File: src/rtl/alu_exec_unit.sv
// ---------------------------------------------------------------------------
// alu_exec_unit
//   Multi-cycle ALU execute unit. It consumes the 3-bit ALUSel code from the
//   ALU decoder.
//   - add, sub, and, or and slt finish in one cycle.
//   - sll, sllv and srav shift one bit per cycle behind a Start/Ready/Done
//     handshake.
//
// Ports
//   clk       in   system clock, rising edge
//   reset     in   synchronous, active-high reset
//   Start     in   request pulse, accepted only while Ready=1
//   ALUSel    in   operation code, 3 bits:
//                    000 add, 001 sub, 010 and, 011 or,
//                    100 slt, 101 sll, 110 sllv, 111 srav
//   SrcA      in   operand A (rs), WIDTH bits
//   SrcB      in   operand B (rt), WIDTH bits
//   Shamt     in   immediate shift amount, SHAMT_W bits (sll only)
//   Ready     out  high while idle
//   Done      out  one-cycle pulse; Result, Zero and Overflow are valid
//   Result    out  registered result, WIDTH bits
//   Zero      out  registered (Result == 0)
//   Overflow  out  registered signed overflow for add/sub, 0 otherwise
// ---------------------------------------------------------------------------
module alu_exec_unit #(
  parameter int WIDTH   = 32,
  parameter int SHAMT_W = 5
) (
  input  logic               clk,
  input  logic               reset,
  input  logic               Start,
  input  logic [2:0]         ALUSel,
  input  logic [WIDTH-1:0]   SrcA,
  input  logic [WIDTH-1:0]   SrcB,
  input  logic [SHAMT_W-1:0] Shamt,
  output logic               Ready,
  output logic               Done,
  output logic [WIDTH-1:0]   Result,
  output logic               Zero,
  output logic               Overflow
);

  localparam logic [2:0] OP_ADD  = 3'b000;
  localparam logic [2:0] OP_SUB  = 3'b001;
  localparam logic [2:0] OP_AND  = 3'b010;
  localparam logic [2:0] OP_OR   = 3'b011;
  localparam logic [2:0] OP_SLT  = 3'b100;
  localparam logic [2:0] OP_SLL  = 3'b101;
  localparam logic [2:0] OP_SLLV = 3'b110;
  localparam logic [2:0] OP_SRAV = 3'b111;

  localparam logic [SHAMT_W-1:0] CNT_ONE = SHAMT_W'(1);

  typedef enum logic [1:0] {
    S_IDLE  = 2'd0,
    S_SHIFT = 2'd1,
    S_DONE  = 2'd2
  } state_t;

  state_t             state_q, state_d;
  logic [WIDTH-1:0]   result_q, result_d;
  logic               zero_q, zero_d;
  logic               ovf_q, ovf_d;
  logic [SHAMT_W-1:0] count_q, count_d;
  logic [2:0]         op_q, op_d;

  logic signed [WIDTH-1:0] a_s;
  logic signed [WIDTH-1:0] b_s;
  logic signed [WIDTH-1:0] sum_s;
  logic signed [WIDTH-1:0] diff_s;
  logic [SHAMT_W-1:0]      amt;
  logic [WIDTH-1:0]        shifted;

  // Add overflows when both operands share a sign the result does not.
  function automatic logic add_ovf(input logic signed [WIDTH-1:0] a,
                                   input logic signed [WIDTH-1:0] b,
                                   input logic signed [WIDTH-1:0] s);
    return (a[WIDTH-1] == b[WIDTH-1]) && (s[WIDTH-1] != a[WIDTH-1]);
  endfunction

  // Sub overflows when the operands differ in sign and the result sign
  // differs from the minuend.
  function automatic logic sub_ovf(input logic signed [WIDTH-1:0] a,
                                   input logic signed [WIDTH-1:0] b,
                                   input logic signed [WIDTH-1:0] d);
    return (a[WIDTH-1] != b[WIDTH-1]) && (d[WIDTH-1] != a[WIDTH-1]);
  endfunction

  always_comb begin
    a_s    = SrcA;
    b_s    = SrcB;
    sum_s  = a_s + b_s;
    diff_s = a_s - b_s;
    // sll takes the immediate; sllv/srav take the low bits of rs.
    amt    = (ALUSel == OP_SLL) ? Shamt : SrcA[SHAMT_W-1:0];
    // One-bit step of the running shift; the captured opcode picks direction.
    if (op_q == OP_SRAV) begin
      shifted = {result_q[WIDTH-1], result_q[WIDTH-1:1]};
    end else begin
      shifted = {result_q[WIDTH-2:0], 1'b0};
    end
  end

  always_comb begin
    state_d  = state_q;
    result_d = result_q;
    zero_d   = zero_q;
    ovf_d    = ovf_q;
    count_d  = count_q;
    op_d     = op_q;
    unique case (state_q)
      S_IDLE: begin
        if (Start) begin
          op_d    = ALUSel;
          state_d = S_DONE;
          ovf_d   = 1'b0;
          unique case (ALUSel)
            OP_ADD: begin
              result_d = sum_s;
              ovf_d    = add_ovf(a_s, b_s, sum_s);
            end
            OP_SUB: begin
              result_d = diff_s;
              ovf_d    = sub_ovf(a_s, b_s, diff_s);
            end
            OP_AND:  result_d = SrcA & SrcB;
            OP_OR:   result_d = SrcA | SrcB;
            OP_SLT:  result_d = {{(WIDTH-1){1'b0}}, (a_s < b_s)};
            default: begin
              // Shifts start from rt; a zero amount completes immediately.
              result_d = SrcB;
              if (amt != '0) begin
                count_d = amt;
                state_d = S_SHIFT;
              end
            end
          endcase
          zero_d = (result_d == '0);
        end
      end
      S_SHIFT: begin
        result_d = shifted;
        count_d  = count_q - CNT_ONE;
        if (count_q == CNT_ONE) begin
          zero_d  = (shifted == '0);
          state_d = S_DONE;
        end
      end
      S_DONE: begin
        state_d = S_IDLE;
      end
      default: begin
        state_d = S_IDLE;
      end
    endcase
  end

  always_ff @(posedge clk) begin
    if (reset) begin
      state_q  <= S_IDLE;
      result_q <= '0;
      zero_q   <= 1'b1;
      ovf_q    <= 1'b0;
      count_q  <= '0;
      op_q     <= OP_ADD;
    end else begin
      state_q  <= state_d;
      result_q <= result_d;
      zero_q   <= zero_d;
      ovf_q    <= ovf_d;
      count_q  <= count_d;
      op_q     <= op_d;
    end
  end

  assign Ready    = (state_q == S_IDLE);
  assign Done     = (state_q == S_DONE);
  assign Result   = result_q;
  assign Zero     = zero_q;
  assign Overflow = ovf_q;

endmodule
File: config.mk
export PLATFORM = sky130hd
export DESIGN_NAME = alu_exec_unit
export DESIGN_NICKNAME = d
export VERILOG_FILES = /design/src/rtl/alu_exec_unit.sv
export SDC_FILE = /design/constraint.sdc
export NUM_CORES = 1
export LEC_CHECK = 0
export CELL_PAD_IN_SITES_DETAIL_PLACEMENT = 1
export CELL_PAD_IN_SITES_GLOBAL_PLACEMENT = 2
export CORE_UTILIZATION = 29
export CTS_BUF_LIST = sky130_fd_sc_hd__clkbuf_4 sky130_fd_sc_hd__clkbuf_8
export CTS_CLUSTER_DIAMETER = 80
export DETAILED_ROUTE_END_ITERATION = 12
export PLACE_DENSITY = 0.83
export SKIP_LAST_GASP = 1
export SLEW_MARGIN = 20
export SYNTH_ARGS = -nofsm -noshare
export SYNTH_HDL_FRONTEND = slang
export SYNTH_SLANG_ARGS = --single-unit
File: constraint.sdc
create_clock -name clk -period 3.7 [get_ports clk]
set_clock_uncertainty 0.05 [all_clocks]
set_input_delay 0.37 -clock clk [delete_from_list [all_inputs] [get_ports clk]]
set_output_delay 0.37 -clock clk [all_outputs]
set_load 0.01 [all_outputs]
==> results.sh <==
export IMPL_hold_path_class="register to register"
export IMPL_outcome="completed"
export IMPL_yosys_top_cells_count="a21oi_1 (159), nand2_1 (124), ha_1 (113), inv_1 (103), nor2_1 (101)"
export IMPL_synth_seq_area_share_pct=10.2
export IMPL_synth_edf_count=0
export IMPL_area_growth_pct=57.5
export IMPL_hold_violations=0
export IMPL_powerDensity_mw_per_mm2=232
export IMPL_synth_cells=1264
export IMPL_synth_largest_area_cell="ha_1"
export IMPL_synth_area_sq_mm=0.00862
export IMPL_die_w_um=174
export IMPL_finalSetupViolations=0
export IMPL_via_per_inst=5.76
export IMPL_layout_setup_ws_ns=0.0234
export IMPL_drt_wl_total_um=44900
export IMPL_cts_inserted_buffers=5
export IMPL_peakVddDrop_v=0.000163
export IMPL_drive_gt1_share_pct=32.6
export IMPL_antenna_found_initial=0
export IMPL_r2r_end="Zero"
export IMPL_yosysMostFrequentCell="a21oi_1"
export IMPL_core_area_sq_mm=0.0289
export IMPL_ys_ff_latch=44
export IMPL_synth_nets=1454
export IMPL_clock_path_buffers=2
export IMPL_critPathKind="primary input to register"
export IMPL_drc=0
export IMPL_cts_tree="yes"
export IMPL_rows=62
export IMPL_synth_top_cells_by_area="ha_1 (16%), dfxtp_1 (10%), a21oi_1 (9.2%), nand2_1 (5.4%), inv_1 (4.5%)"
export IMPL_drv_slew=0
export IMPL_worstHoldStart="op_q[2]"
export IMPL_synth_ff_type="dfxtp_1"
export IMPL_gp_congestion=0.962
export IMPL_cts_sinks=44
export IMPL_insertion_delay_ns=0.32
export IMPL_hold_end="op_q[2]"
export IMPL_clk_pin_slew_worst_paths_ns=0.09
export IMPL_slew_limit_headroom_pct=47.8
export IMPL_wl_per_cell_um=22.0
export IMPL_regToRegSetupSlack_ns=0.43
export IMPL_startpoint_type="primary input"
export IMPL_grt_pass1_wl_um=68500
export IMPL_leakagePower_nw=5.94
export IMPL_hold_depth=2
export IMPL_period_share_pct=99.4
export IMPL_worstMarginPinSlew_ns=0.783
export IMPL_layout_min_cycle_time_ns=3.68
export IMPL_synth_top_cell_area_share_pct=16.4
export IMPL_cp_end_kind="register"
export IMPL_worstPathMaxFanout=6
export IMPL_firstDrtPassIters=5
export IMPL_post_place_ws_ns=-0.866
export IMPL_first_iter_violations=835
export IMPL_cts_root_buf="clkbuf_8"
export IMPL_syn_area_per_cell_sq_um=6.82
export IMPL_fmax_mhz=272
export IMPL_maxCapViolCount=0
export IMPL_rsz0062_at_grt="yes"
export IMPL_grt_total_usage_pct=28.5
export IMPL_h_tree_depth=2
export IMPL_port_buffers=110
export IMPL_num_io_pins=111
export IMPL_initial_utilization_pct=29.8
export IMPL_vias=11745
export IMPL_r2r_start="count_q[0]"
export IMPL_grt_max_degree=52
export IMPL_final_antenna_net_count=0
export IMPL_dieArea_sq_mm=0.0304
export IMPL_synth_cell_type_count=86
export IMPL_timing_critical_path_required_ns=3.88
export IMPL_critPathArrivalTime_ns=3.86
export IMPL_holdWs_ns=0.426
export IMPL_chipHeight_um=174
export IMPL_first_global_vias=12116
export IMPL_diodes=0
export IMPL_hpwl_um=34800
export IMPL_synthArstFlopShare_pct=0
export IMPL_rr_worst_depth=10
export IMPL_yosysWarningCount=0
export IMPL_overflow=0
export IMPL_nNetsFinal=1843
worst max-delay path, stage by stage:
cell	delay [ns]
clkdlybuf4s50_1	0.49
inv_2	0.05
ha_4	0.30
inv_1	0.07
a21oi_2	0.17
buf_6	0.14
o2111ai_4	0.13
o31ai_4	0.48
a21oi_2	0.15
o21ai_2	0.22
mux2i_1	0.11
a31oi_1	0.24
nand4_1	0.15
or4_4	0.56
o31ai_2	0.23
stage by stage:
step / total power, mW / cell area (sq um) / std cells / setup TNS [ns] / util [%]
CTS: 3.03 / 13200 / 2022 / 0 / 45.5
detailed placement: 2.48 / 12300 / 1997 / -9.95 / 42.4
global route: 3.32 / 13600 / 2038 / -0.125 / 46.9
floorplan: 1.52 / 8620 / 1264 / 0 / -
finish: 3.15 / 13600 / 2038 / 0 / 46.9
global placement: 2.43 / 12300 / 1997 / -8.70 / 42.4
layout make-up:
class / count / area [sq um]
flip-flops and latches: 44 / 881
clock buffers: 6 / 76.3
clock inverters: 2 / 35.0
inverters: 106 / 404
repair buffers: 468 / 3840
fillers: 3584 / 15400
multi-input cells: 1028 / 7850
well taps: 384 / 480
worst max-delay path by stage:
stage              from   end  slack, ns  cells past startpoint
2_1_floorplan   SrcA[0]  Zero       0.02                     14
3_3_place_gp    SrcB[2]  Zero      -0.80                     16
3_5_place_dp    SrcB[2]  Zero      -0.87                     16
4_1_cts        SrcB[18]  Zero      0.002                     13
5_1_grt        SrcB[16]  Zero      -0.08                     15
6_report       SrcA[11]  Zero       0.02                     15
sequential cells by signal, indices dropped and copies added (netlist names):
register  count
Overflow      1
Result       32
op_q          3
state_q       2
count_q       5
Zero          1
per-layer routing:
metal  share of wire, %  vias to the layer above  global-route usage, %
met4                4.3                        0                   10.9
met5                  0                        -                      0
met2                 47                      453                   48.6
met1                 43                     5774                   36.6
met3                6.0                      109                   2.97
li1                   -                     5409                      -
cell families after synthesis:
family	after synthesis	share of synthesized area, %
AO/OA/AOI/OAI	484	37.7
XOR/XNOR	23	2.34
adder cells (fa/ha/maj)	115	16.9
buffers and inverters	192	8.96
flip-flops	44	10.2
multiplexers	28	3.27
AND/OR/NAND/NOR	378	20.7
where the power goes:
| part | internal (mW) | switching (mW) | total, mW |
|---|---|---|---|
| logic | 1.01 | 1.16 | 2.16 |
| clock network | 0.208 | 0.189 | 0.397 |
| registers | 0.522 | 0.0681 | 0.590 |
| total | 1.74 | 1.41 | 3.15 |
cell usage in the layout, fill, tap and decap left out, types with 14 or more instances in the layout:
cell type        Yosys  layout
a21oi_1            159     141
ha_4                 0      20
buf_4                6     344
dlygate4sd2_1        0      19
nand2_1            124     122
nor2_1             101      98
clkdlybuf4s50_1      0      78
nor3_1              20      16
o21ai_0             69      59
ha_1               113      90
inv_2                2      25
nand3_1             28      27
xnor2_1             19      19
a221oi_1            25      20
dfxtp_1             44      44
mux2i_1             27      27
nor4_1              17      14
a31oi_1             23      19
a21o_1              19      19
inv_1              103      79
timing repair:
action                                  CTS  global route
gates resized for setup                 175            74
buffers inserted                         19            16
endpoints found under the setup margin   18             8
hold buffers                              0             0
pin swaps                                59            47
Note: power is estimated with default switching activity, not from simulation.
